==> config.mk <==
export PLATFORM = sky130hd
export DESIGN_NAME = bsg_mem_1rw_sync_mask_rmw
export DESIGN_NICKNAME = d
export VERILOG_FILES = /design/src/rtl/bsg_mem_rmw_pkg.sv /design/src/rtl/bsg_mem_1rw_sync.sv /design/src/rtl/bsg_mem_1rw_sync_mask_rmw_chk.sv /design/src/rtl/bsg_mem_1rw_sync_mask_rmw.sv
export SDC_FILE = /design/constraint.sdc
export NUM_CORES = 2
export LEC_CHECK = 0
export ABC_AREA = 1
export BUFFER_PORTS_ARGS = -buffer_cell sky130_fd_sc_hd__buf_2
export CORE_ASPECT_RATIO = 1.1
export CORE_MARGIN = 2
export CORE_UTILIZATION = 55
export DETAILED_ROUTE_END_ITERATION = 10
export PLACE_DENSITY_LB_ADDON = 0.2
export SLEW_MARGIN = 20
export SYNTH_ARGS = -nofsm -noshare
export SYNTH_HDL_FRONTEND = slang
export SYNTH_SLANG_ARGS = --single-unit
export TNS_END_PERCENT = 30
==> constraint.sdc <==
create_clock -name clk_i -period 4.8 [get_ports clk_i]
set_input_delay 0.72 -clock clk_i [delete_from_list [all_inputs] [get_ports clk_i]]
set_output_delay 0.72 -clock clk_i [all_outputs]
set_load 0.1 [all_outputs]
==> src/rtl/bsg_mem_rmw_pkg.sv <==
// Shared types and helpers for the byte-masked read-modify-write RAM wrapper.
package bsg_mem_rmw_pkg;

    typedef enum logic [0:0] {
        eIdle  = 1'b0,
        eMerge = 1'b1
    } rmw_state_e;

    // One write-mask bit widens to the eight data bits it governs
    function automatic logic [7:0] expand_mask_bit(input logic m);
        return m ? 8'hFF : 8'h00;
    endfunction

endpackage

==> src/rtl/bsg_mem_1rw_sync.sv <==
// Plain single-port synchronous RAM: one read or one write per cycle, read data a cycle later.
module bsg_mem_1rw_sync #(
    parameter int width_p           = 32,
    parameter int els_p             = 64,
    parameter int latch_last_read_p = 0,
    localparam int addr_width_lp    = (els_p > 1) ? $clog2(els_p) : 1
) (
    input  logic                     clk_i,
    input  logic                     reset_i,
    input  logic [width_p-1:0]       data_i,
    input  logic [addr_width_lp-1:0] addr_i,
    input  logic                     v_i,
    input  logic                     w_i,
    output logic [width_p-1:0]       data_o
);

    logic [width_p-1:0] mem_r [els_p];
    logic [width_p-1:0] data_r;

    // storage array write port, contents intentionally not reset
    always_ff @(posedge clk_i) begin
        if (v_i & w_i) begin
            mem_r[addr_i] <= data_i;
        end
    end

    // registered read port; without last-read latching, a write clears the stale word
    always_ff @(posedge clk_i) begin
        if (reset_i) begin
            data_r <= '0;
        end else if (v_i & ~w_i) begin
            data_r <= mem_r[addr_i];
        end else if ((latch_last_read_p == 0) && v_i) begin
            data_r <= '0;
        end else begin
            data_r <= data_r;
        end
    end

    assign data_o = data_r;

endmodule

==> src/rtl/bsg_mem_1rw_sync_mask_rmw_chk.sv <==
// Protocol and parameter checks for the masked RMW RAM.
module bsg_mem_1rw_sync_mask_rmw_chk #(
    parameter int width_p       = 32,
    parameter int els_p         = 64,
    parameter int addr_width_lp = 6
) (
    input logic                     clk_i,
    input logic                     reset_n_i,
    input logic                     v_i,
    input logic                     ready_o,
    input logic [addr_width_lp-1:0] addr_i,
    input logic                     v_o,
    input logic                     yumi_i
);

    a_addr_range: assert property (@(posedge clk_i) disable iff (!reset_n_i)
        (v_i & ready_o) |-> (int'(addr_i) < els_p));

    a_yumi_legal: assert property (@(posedge clk_i) disable iff (!reset_n_i)
        yumi_i |-> v_o);

    a_width_bytes: assert property (@(posedge clk_i) disable iff (!reset_n_i)
        (width_p % 8) == 0);

endmodule

==> src/rtl/bsg_mem_1rw_sync_mask_rmw.sv <==
// Byte-masked single-port RAM built on an unmasked array; partial writes take a read then a merge write.
module bsg_mem_1rw_sync_mask_rmw
    import bsg_mem_rmw_pkg::*;
#(
    parameter int width_p           = 32,
    parameter int els_p             = 64,
    parameter int latch_last_read_p = 1,
    localparam int addr_width_lp    = (els_p > 1) ? $clog2(els_p) : 1,
    localparam int mask_width_lp    = width_p / 8
) (
    input  logic                     clk_i,
    input  logic                     reset_n_i,
    input  logic                     v_i,
    output logic                     ready_o,
    input  logic                     w_i,
    input  logic [addr_width_lp-1:0] addr_i,
    input  logic [width_p-1:0]       data_i,
    input  logic [mask_width_lp-1:0] w_mask_i,
    output logic                     v_o,
    output logic [width_p-1:0]       data_o,
    input  logic                     yumi_i
);

    rmw_state_e               state_r, state_next_s;
    logic [addr_width_lp-1:0] addr_r;
    logic [width_p-1:0]       wdata_r;
    logic [mask_width_lp-1:0] mask_r;
    logic                     v_r, first_r;
    logic [width_p-1:0]       hold_r;

    logic                     accept_s, full_s, zero_s, rd_s, partial_s;
    logic                     mem_v_s, mem_w_s;
    logic [addr_width_lp-1:0] mem_addr_s;
    logic [width_p-1:0]       mem_wdata_s, mem_rdata_s, bytemask_s, merged_s;

    assign ready_o   = (state_r == eIdle) & (~v_r | yumi_i);
    assign accept_s  = v_i & ready_o;
    assign full_s    = &w_mask_i;
    assign zero_s    = ~|w_mask_i;
    assign rd_s      = accept_s & ~w_i;
    assign partial_s = accept_s & w_i & ~full_s & ~zero_s;

    for (genvar k = 0; k < mask_width_lp; k++) begin : g_mask
        assign bytemask_s[8*k +: 8] = expand_mask_bit(mask_r[k]);
    end

    // the old word arrives from the array in the merge cycle
    assign merged_s = (mem_rdata_s & ~bytemask_s) | (wdata_r & bytemask_s);

    // state register
    always_ff @(posedge clk_i or negedge reset_n_i) begin
        if (!reset_n_i) begin
            state_r <= eIdle;
        end else begin
            state_r <= state_next_s;
        end
    end

    // next-state: a partial write detours through one merge cycle
    always_comb begin
        state_next_s = state_r;
        case (state_r)
            eIdle:   state_next_s = partial_s ? eMerge : eIdle;
            eMerge:  state_next_s = eIdle;
            default: state_next_s = eIdle;
        endcase
    end

    // array port mux: live request when idle, latched merge write otherwise
    always_comb begin
        mem_v_s     = 1'b0;
        mem_w_s     = 1'b0;
        mem_addr_s  = addr_i;
        mem_wdata_s = data_i;
        case (state_r)
            eIdle: begin
                mem_v_s = accept_s & (~w_i | ~zero_s);
                mem_w_s = w_i & full_s;
            end
            eMerge: begin
                mem_v_s     = 1'b1;
                mem_w_s     = 1'b1;
                mem_addr_s  = addr_r;
                mem_wdata_s = merged_s;
            end
            default: begin
                mem_v_s = 1'b0;
                mem_w_s = 1'b0;
            end
        endcase
    end

    // partial-write operands held for the merge cycle
    always_ff @(posedge clk_i or negedge reset_n_i) begin
        if (!reset_n_i) begin
            addr_r  <= '0;
            wdata_r <= '0;
            mask_r  <= '0;
        end else if (partial_s) begin
            addr_r  <= addr_i;
            wdata_r <= data_i;
            mask_r  <= w_mask_i;
        end
    end

    // response slot: filled by a read accept, emptied by yumi
    always_ff @(posedge clk_i or negedge reset_n_i) begin
        if (!reset_n_i) begin
            v_r     <= 1'b0;
            first_r <= 1'b0;
        end else begin
            v_r     <= rd_s | (v_r & ~yumi_i);
            first_r <= rd_s;
        end
    end

    // hold register keeps the word once the array output moves on
    always_ff @(posedge clk_i or negedge reset_n_i) begin
        if (!reset_n_i) begin
            hold_r <= '0;
        end else if (first_r) begin
            hold_r <= mem_rdata_s;
        end else if ((latch_last_read_p == 0) && yumi_i) begin
            hold_r <= '0;
        end else begin
            hold_r <= hold_r;
        end
    end

    assign v_o    = v_r;
    assign data_o = first_r ? mem_rdata_s : hold_r;

    bsg_mem_1rw_sync #(
        .width_p           (width_p),
        .els_p             (els_p),
        .latch_last_read_p (0)
    ) mem (
        .clk_i   (clk_i),
        .reset_i (~reset_n_i),
        .data_i  (mem_wdata_s),
        .addr_i  (mem_addr_s),
        .v_i     (mem_v_s & reset_n_i),
        .w_i     (mem_w_s),
        .data_o  (mem_rdata_s)
    );

    bsg_mem_1rw_sync_mask_rmw_chk #(
        .width_p       (width_p),
        .els_p         (els_p),
        .addr_width_lp (addr_width_lp)
    ) chk (
        .clk_i     (clk_i),
        .reset_n_i (reset_n_i),
        .v_i       (v_i),
        .ready_o   (ready_o),
        .addr_i    (addr_i),
        .v_o       (v_o),
        .yumi_i    (yumi_i)
    );

endmodule

=== Word level (Yosys, flattened, before mapping) ===
Memories as Yosys holds them, arrays and structs flattened.
Cells that the tools add are included.

* Output and inout port bits: 34
* Memory bits (writable): 2048
* Input port bits: 47
* Memories kept: 1
* Register bits after elaboration: 109
* Logic and storage cells: 52

{| class="wikitable"
|+ Memory list
! memory !! words !! width !! read ports !! clocked after Yosys merged registers in !! write ports !! RTL line !! RTL
|-
| mem.mem_r || 64 || 32 || 1 || 0 || 1 || bsg_mem_1rw_sync.sv:17 || <nowiki>logic [width_p-1:0] mem_r [els_p];</nowiki>
|}

* Reduce and logical (&&, ||, !) cells: 3
* Bitwise logic cells: 25
* Multiplexer cells: 15

{| class="wikitable"
|+ Operator list
! kind !! count
|-
| 32-bit two-way mux || 4
|-
| 32-bit bitwise AND || 2
|-
| 8-bit two-way mux || 4
|-
| 32-bit inverter || 1
|-
| 32-bit bitwise OR || 1
|-
| 1-bit bitwise AND || 12
|-
| 6-bit two-way mux || 1
|-
| 1-bit inverter || 6
|-
| 1-bit one-hot mux with 2 select lines || 3
|-
| 4-bit AND reduction || 1
|-
| 4-bit OR reduction || 1
|-
| 1-bit two-way mux || 3
|-
| 1-bit bitwise OR || 3
|-
| 2-bit nonzero test || 1
|}

=== Logic depth before layout (Yosys ltp) ===
* Depth after elaboration: 10
* Mapped depth: 17
* Mapped depth without buffers: 15

=== Hierarchy ===
From an unflattened synthesis, not the netlist that was laid out.

* Cell total of the unflattened synthesis: 9064
* Area, all modules: 92675.1 µm²

{| class="wikitable"
|+ Modules (own cells, without submodules)
! module !! area an instance (µm²) !! cells an instance !! times used
|-
| bsg_mem_1rw_sync || 88866.5 || 8572 || 1
|-
| bsg_mem_1rw_sync_mask_rmw || 3808.7 || 492 || 1
|}

=== Worst setup path before layout ===
No wires, ideal clock.

* Path type: flip-flop to flip-flop
* Start: reg v_r (netlist: v_o)
* End: mem mem.mem_r[0][0], enable pin
* Library setup time: 0.421 ns
* Cell stages (with the launch flop): 10
* Path slack: 1.083 ns
* Path buffers: 0
* Clock period less this slack: 3.717 ns
* Arrival time: 3.296 ns
* Cell sequence: dfrtp_1 > inv_1 > nor2_1 > nor3b_2 > nand2_1 > nand3_1 > nand2_1 > nor2_2 > nand3_1 > nor2_1

* Word-level cells in the longest chain between the ends: 10

{| class="wikitable"
|+ Ends and longest elaborated chain
! what !! RTL line !! RTL
|-
| start, declared || bsg_mem_1rw_sync_mask_rmw.sv:28 || <nowiki>logic v_r, first_r;</nowiki>
|-
| start signal, assigned || bsg_mem_1rw_sync_mask_rmw.sv:112 || <nowiki>v_r <= rd_s | (v_r & ~yumi_i);</nowiki>
|-
| 1-bit inverter || bsg_mem_1rw_sync_mask_rmw.sv:36 || <nowiki>assign ready_o = (state_r == eIdle) & (~v_r | yumi_i);</nowiki>
|-
| 1-bit bitwise OR || bsg_mem_1rw_sync_mask_rmw.sv:36 ||
|-
| 1-bit bitwise AND || bsg_mem_1rw_sync_mask_rmw.sv:36 ||
|-
| 1-bit bitwise AND || bsg_mem_1rw_sync_mask_rmw.sv:37 || <nowiki>assign accept_s = v_i & ready_o;</nowiki>
|-
| 1-bit bitwise AND || bsg_mem_1rw_sync_mask_rmw.sv:77 || <nowiki>mem_v_s = accept_s & (~w_i | ~zero_s);</nowiki>
|-
| 1-bit one-hot mux with 2 select lines || bsg_mem_1rw_sync_mask_rmw.sv:75 || <nowiki>case (state_r)</nowiki>
|-
| 1-bit bitwise AND || bsg_mem_1rw_sync_mask_rmw.sv:142 || <nowiki>.v_i (mem_v_s & reset_n_i),</nowiki>
|-
| 1-bit bitwise AND || bsg_mem_1rw_sync.sv:22 || <nowiki>if (v_i & w_i) begin</nowiki>
|-
| 1-bit two-way mux || bsg_mem_1rw_sync.sv:22 ||
|-
| 1-bit two-way mux (implied by the code) || bsg_mem_1rw_sync.sv:23 || <nowiki>mem_r[addr_i] <= data_i;</nowiki>
|-
| end, declared || bsg_mem_1rw_sync.sv:17 ||
|}

Every way passes these cells.

=== Worst setup path after layout ===
* Start: reg state_r
* End: reg mem.data_r[28] (netlist: mem.data_o[28])

* Word-level cells in the longest chain between the ends: 8
* Elaborated cells between the ends (all ways): 13
* Those cells by class: 4 x mux; 7 x bitwise; 1 x reduce/logical; 1 x memory

{| class="wikitable"
|+ Ends and longest elaborated chain
! what !! RTL line !! RTL
|-
| start, declared || bsg_mem_1rw_sync_mask_rmw.sv:24 || <nowiki>rmw_state_e state_r, state_next_s;</nowiki>
|-
| start signal, assigned || bsg_mem_1rw_sync_mask_rmw.sv:53 || <nowiki>state_r <= eIdle;</nowiki>
|-
| start signal, assigned || bsg_mem_1rw_sync_mask_rmw.sv:55 || <nowiki>state_r <= state_next_s;</nowiki>
|-
| branches (longest 8 deep; another with memory 64 x 32 bit) || n/a ||
|-
| end signal, assigned || bsg_mem_1rw_sync.sv:32 || <nowiki>data_r <= mem_r[addr_i];</nowiki>
|-
| end signal, assigned || bsg_mem_1rw_sync.sv:36 || <nowiki>data_r <= data_r;</nowiki>
|-
| end, declared || bsg_mem_1rw_sync.sv:18 || <nowiki>logic [width_p-1:0] data_r;</nowiki>
|}

Parallel ways; which one is timed is not known.
A chain may end at the register's enable or synchronous reset.

==> flow_summary.ini <==
[run_status]
status = complete, no violations

[placed_design]
io_buffers = 80
place_hpwl_mm = 159
pre_cts_ws_ns = 0.562
place_congestion = 0.944

[power_and_ir_drop]
comb_power_share_pct = 13.3
internal-power_mw = 31.0
p_sw_mw = 11.9
clockPowerShare_pct = 36.9
leakage_nw = 48.2
power_frac_seq_pct = 49.8
cellPowerDensity_nw_per_um2 = 403
swShare_pct = 27.7
vdd_drop_max_v = 0.000377

[synthesis]
synth-edff-count = 2048
ys.warnings.count = 0
synthArstFlopShare_pct = 3.57
synth-seq-cells = 2157
synthTopCellsByArea = edfxtp_1 64%, nand2_1 19%, inv_1 6.3%
syn_inst = 10100
syn-cell-area_um2 = 95600
synth_nets = 10200
ys.flop_type = edfxtp_1
synth_common_cells = 4744 x nand2_1, 2048 x edfxtp_1, 1607 x inv_1
synth.most_common_cell = nand2_1
syn_avg_cell_area_um2 = 9.44
yosysSeqAreaShare_pct = 67.0
netlist.area_leader.share_pct = 64.3
yosysTopAreaCell = edfxtp_1
yosysUniqueCellTypes = 28

[layout]
fin_util_pct = 61.5
synthToLayoutAreaGrowth_pct = 11.2
drive_above_1_share_pct = 7.03
nNetsFinal = 10200

[route]
drc = 0
drtIter0Drc = 8670
dr.pass1.iters = 6
viasPerCell = 5.35
vias = 67700
wl_mm = 278
wl_per_cell_um = 21.9
antenna_left = 0

[die]
io_pins = 81
design.die.area_um2 = 177000
core-area_um2 = 173000
initial_core_util_pct = 55.3
fp.dieW_um = 401
rows = 160
die-height_um = 441

[global_route]
first_global_vias = 64000
track_usage_pct = 31.3
grt_pass1_wl_mm = 409
antenna_found_initial = 19
grt_max_degree = 157
grt-ovfl-total = 0

[critical_path]
critPathCaptureType = flop
path_cells = clkinv_2 > nand2_4 > nand2_8 > buf_12 > buf_4 > nand2_1 > nand2_1 > nand2_1 > nand2_1 > nand2_1 > nand2_1 > nand2_1 > nand2_1 > nor2_1 > nand3_1 > a21oi_1
crit_type = flop to flop
crit_top_cell = nand2_1
start_kind = flop
cp_data_arrival_time_ns = 5.13
crit_family = simple AND/OR/NAND/NOR gates
critPathMaxStageDelay_ns = 0.87
critical_path_buf_inv_count = 3
slowest_stage = nor2_1
worst-path-max-fanout = 57
critPathRequiredTime_ns = 5.58

[sta]
max-slew-margin-rel_pct = 23.8
period_needed_ns = 4.34
maxSlewViolCount = 0
worstMarginPinSlew_ns = 1.14
fmax_mhz = 230
fin_worst_skew_ns = 0.0553
finalSetupTns_ns = 0
setup_viol = 0
fin_ws_ns = 0.458
finalCritPeriodShare_pct = 90.5
rsz0062_at_grt = no
hold_violations = 0

[cts]
clockRootBuffer = clkbuf_16
htree_levels = 4
insertion_delay_ns = 0.87
cts.repair.resized = 0
numCtsBuffers = 213
cts_sinks = 2157
cts_tree = built
cts_hold_buffers = 0
clkTransAtPathRegs_ns = 0.06
post_cts_buffers = 0
cts_buffer_depth = 3

[min_path]
hold_class = primary input to flop

[run]
cap_violations = 0
==> stage by stage <==
stage	power (mW)	hold slack (ns)	instances	area, um2
final	42.9	0.0659	12600	106000
after global routing	44.1	0.0402	12600	106000
after CTS	42.9	0.0120	12600	106000
after detailed placement	27.3	0.477	12200	99800
after global placement	27.3	0.450	12200	99800
after floorplan	25.1	0.424	10100	95600
==> placed cells by master (no fill, tap or decap), types with 8 or more instances in the layout <==
master     count
inv_2          8
nor2_4        64
dfxtp_1       32
o21ai_1      169
buf_4        196
o21ai_0      220
nand2_1     4738
clkbuf_1      48
a21oi_4       32
clkinv_2      47
diode_2       11
buf_2         79
edfxtp_1    2048
clkbuf_16    215
a21oi_1      158
inv_1       1605
nand3b_1      62
nand3_1       69
buf_12        37
dfrtp_1       75
nor2_1       351
clkinv_1      60
==> power groups by stage <==
stage	logic (mW)	clock network (mW)	registers (mW)
floorplan	3.46	0	21.7
CTS	5.61	15.9	21.3
global placement	5.53	0	21.7
finish	5.70	15.8	21.3
detailed placement	5.58	0	21.7
global route	6.12	16.7	21.3
==> registers in the layout, summed over array words and instances, names as in the netlist <==
signal / flops
mask_r: 4
mem.mem_r: 2048
mem.data_o: 32
first_r: 1
addr_r: 6
hold_r: 32
v_o: 1
wdata_r: 32
state_r: 1
==> per-layer routing <==
| layer | track usage, % | wire [um] |
|---|---|---|
| met1 | 42.6 | 108000 |
| met2 | 48.6 | 125000 |
| met3 | 6.05 | 30300 |
| met4 | 15.3 | 14600 |
| met5 | 0 | 14 |
==> layout make-up <==
| class | instances | area (um2) |
|---|---|---|
| timing repair buffer | 312 | 2610 |
| clock buffer | 268 | 5630 |
| clock inverter | 127 | 882 |
| antenna | 11 | 27.5 |
| fill | 13900 | 66500 |
| sequential | 2157 | 64100 |
| inverter | 1614 | 6060 |
| tap | 2268 | 2840 |
| multi-input combinational | 5888 | 24200 |
==> path summary, 6_finish.rpt <==
check / slack (ns) / from / end / depth (start not counted)
setup / recovery: 0.46 / state_r / mem.data_o[28] / 16
setup reg to reg: 0.46 / state_r / mem.data_o[28] / 16
hold reg to reg: 0.49 / wdata_r[10] / wdata_r[10] / 2
hold / removal: 0.07 / yumi_i / v_o / 2
max in group asynchronous: 3.52 / reset_n_i / first_r / 3
min in group asynchronous: 0.17 / reset_n_i / hold_r[13] / 2
==> cell families after synthesis <==
family | share of synthesized area, %
AOI/OAI and AO/OA | 3.09
DFF | 67.0
buffers and inverters | 8.64
and+or+nand+nor | 21.2
Power figures use the tool's default switching activity.
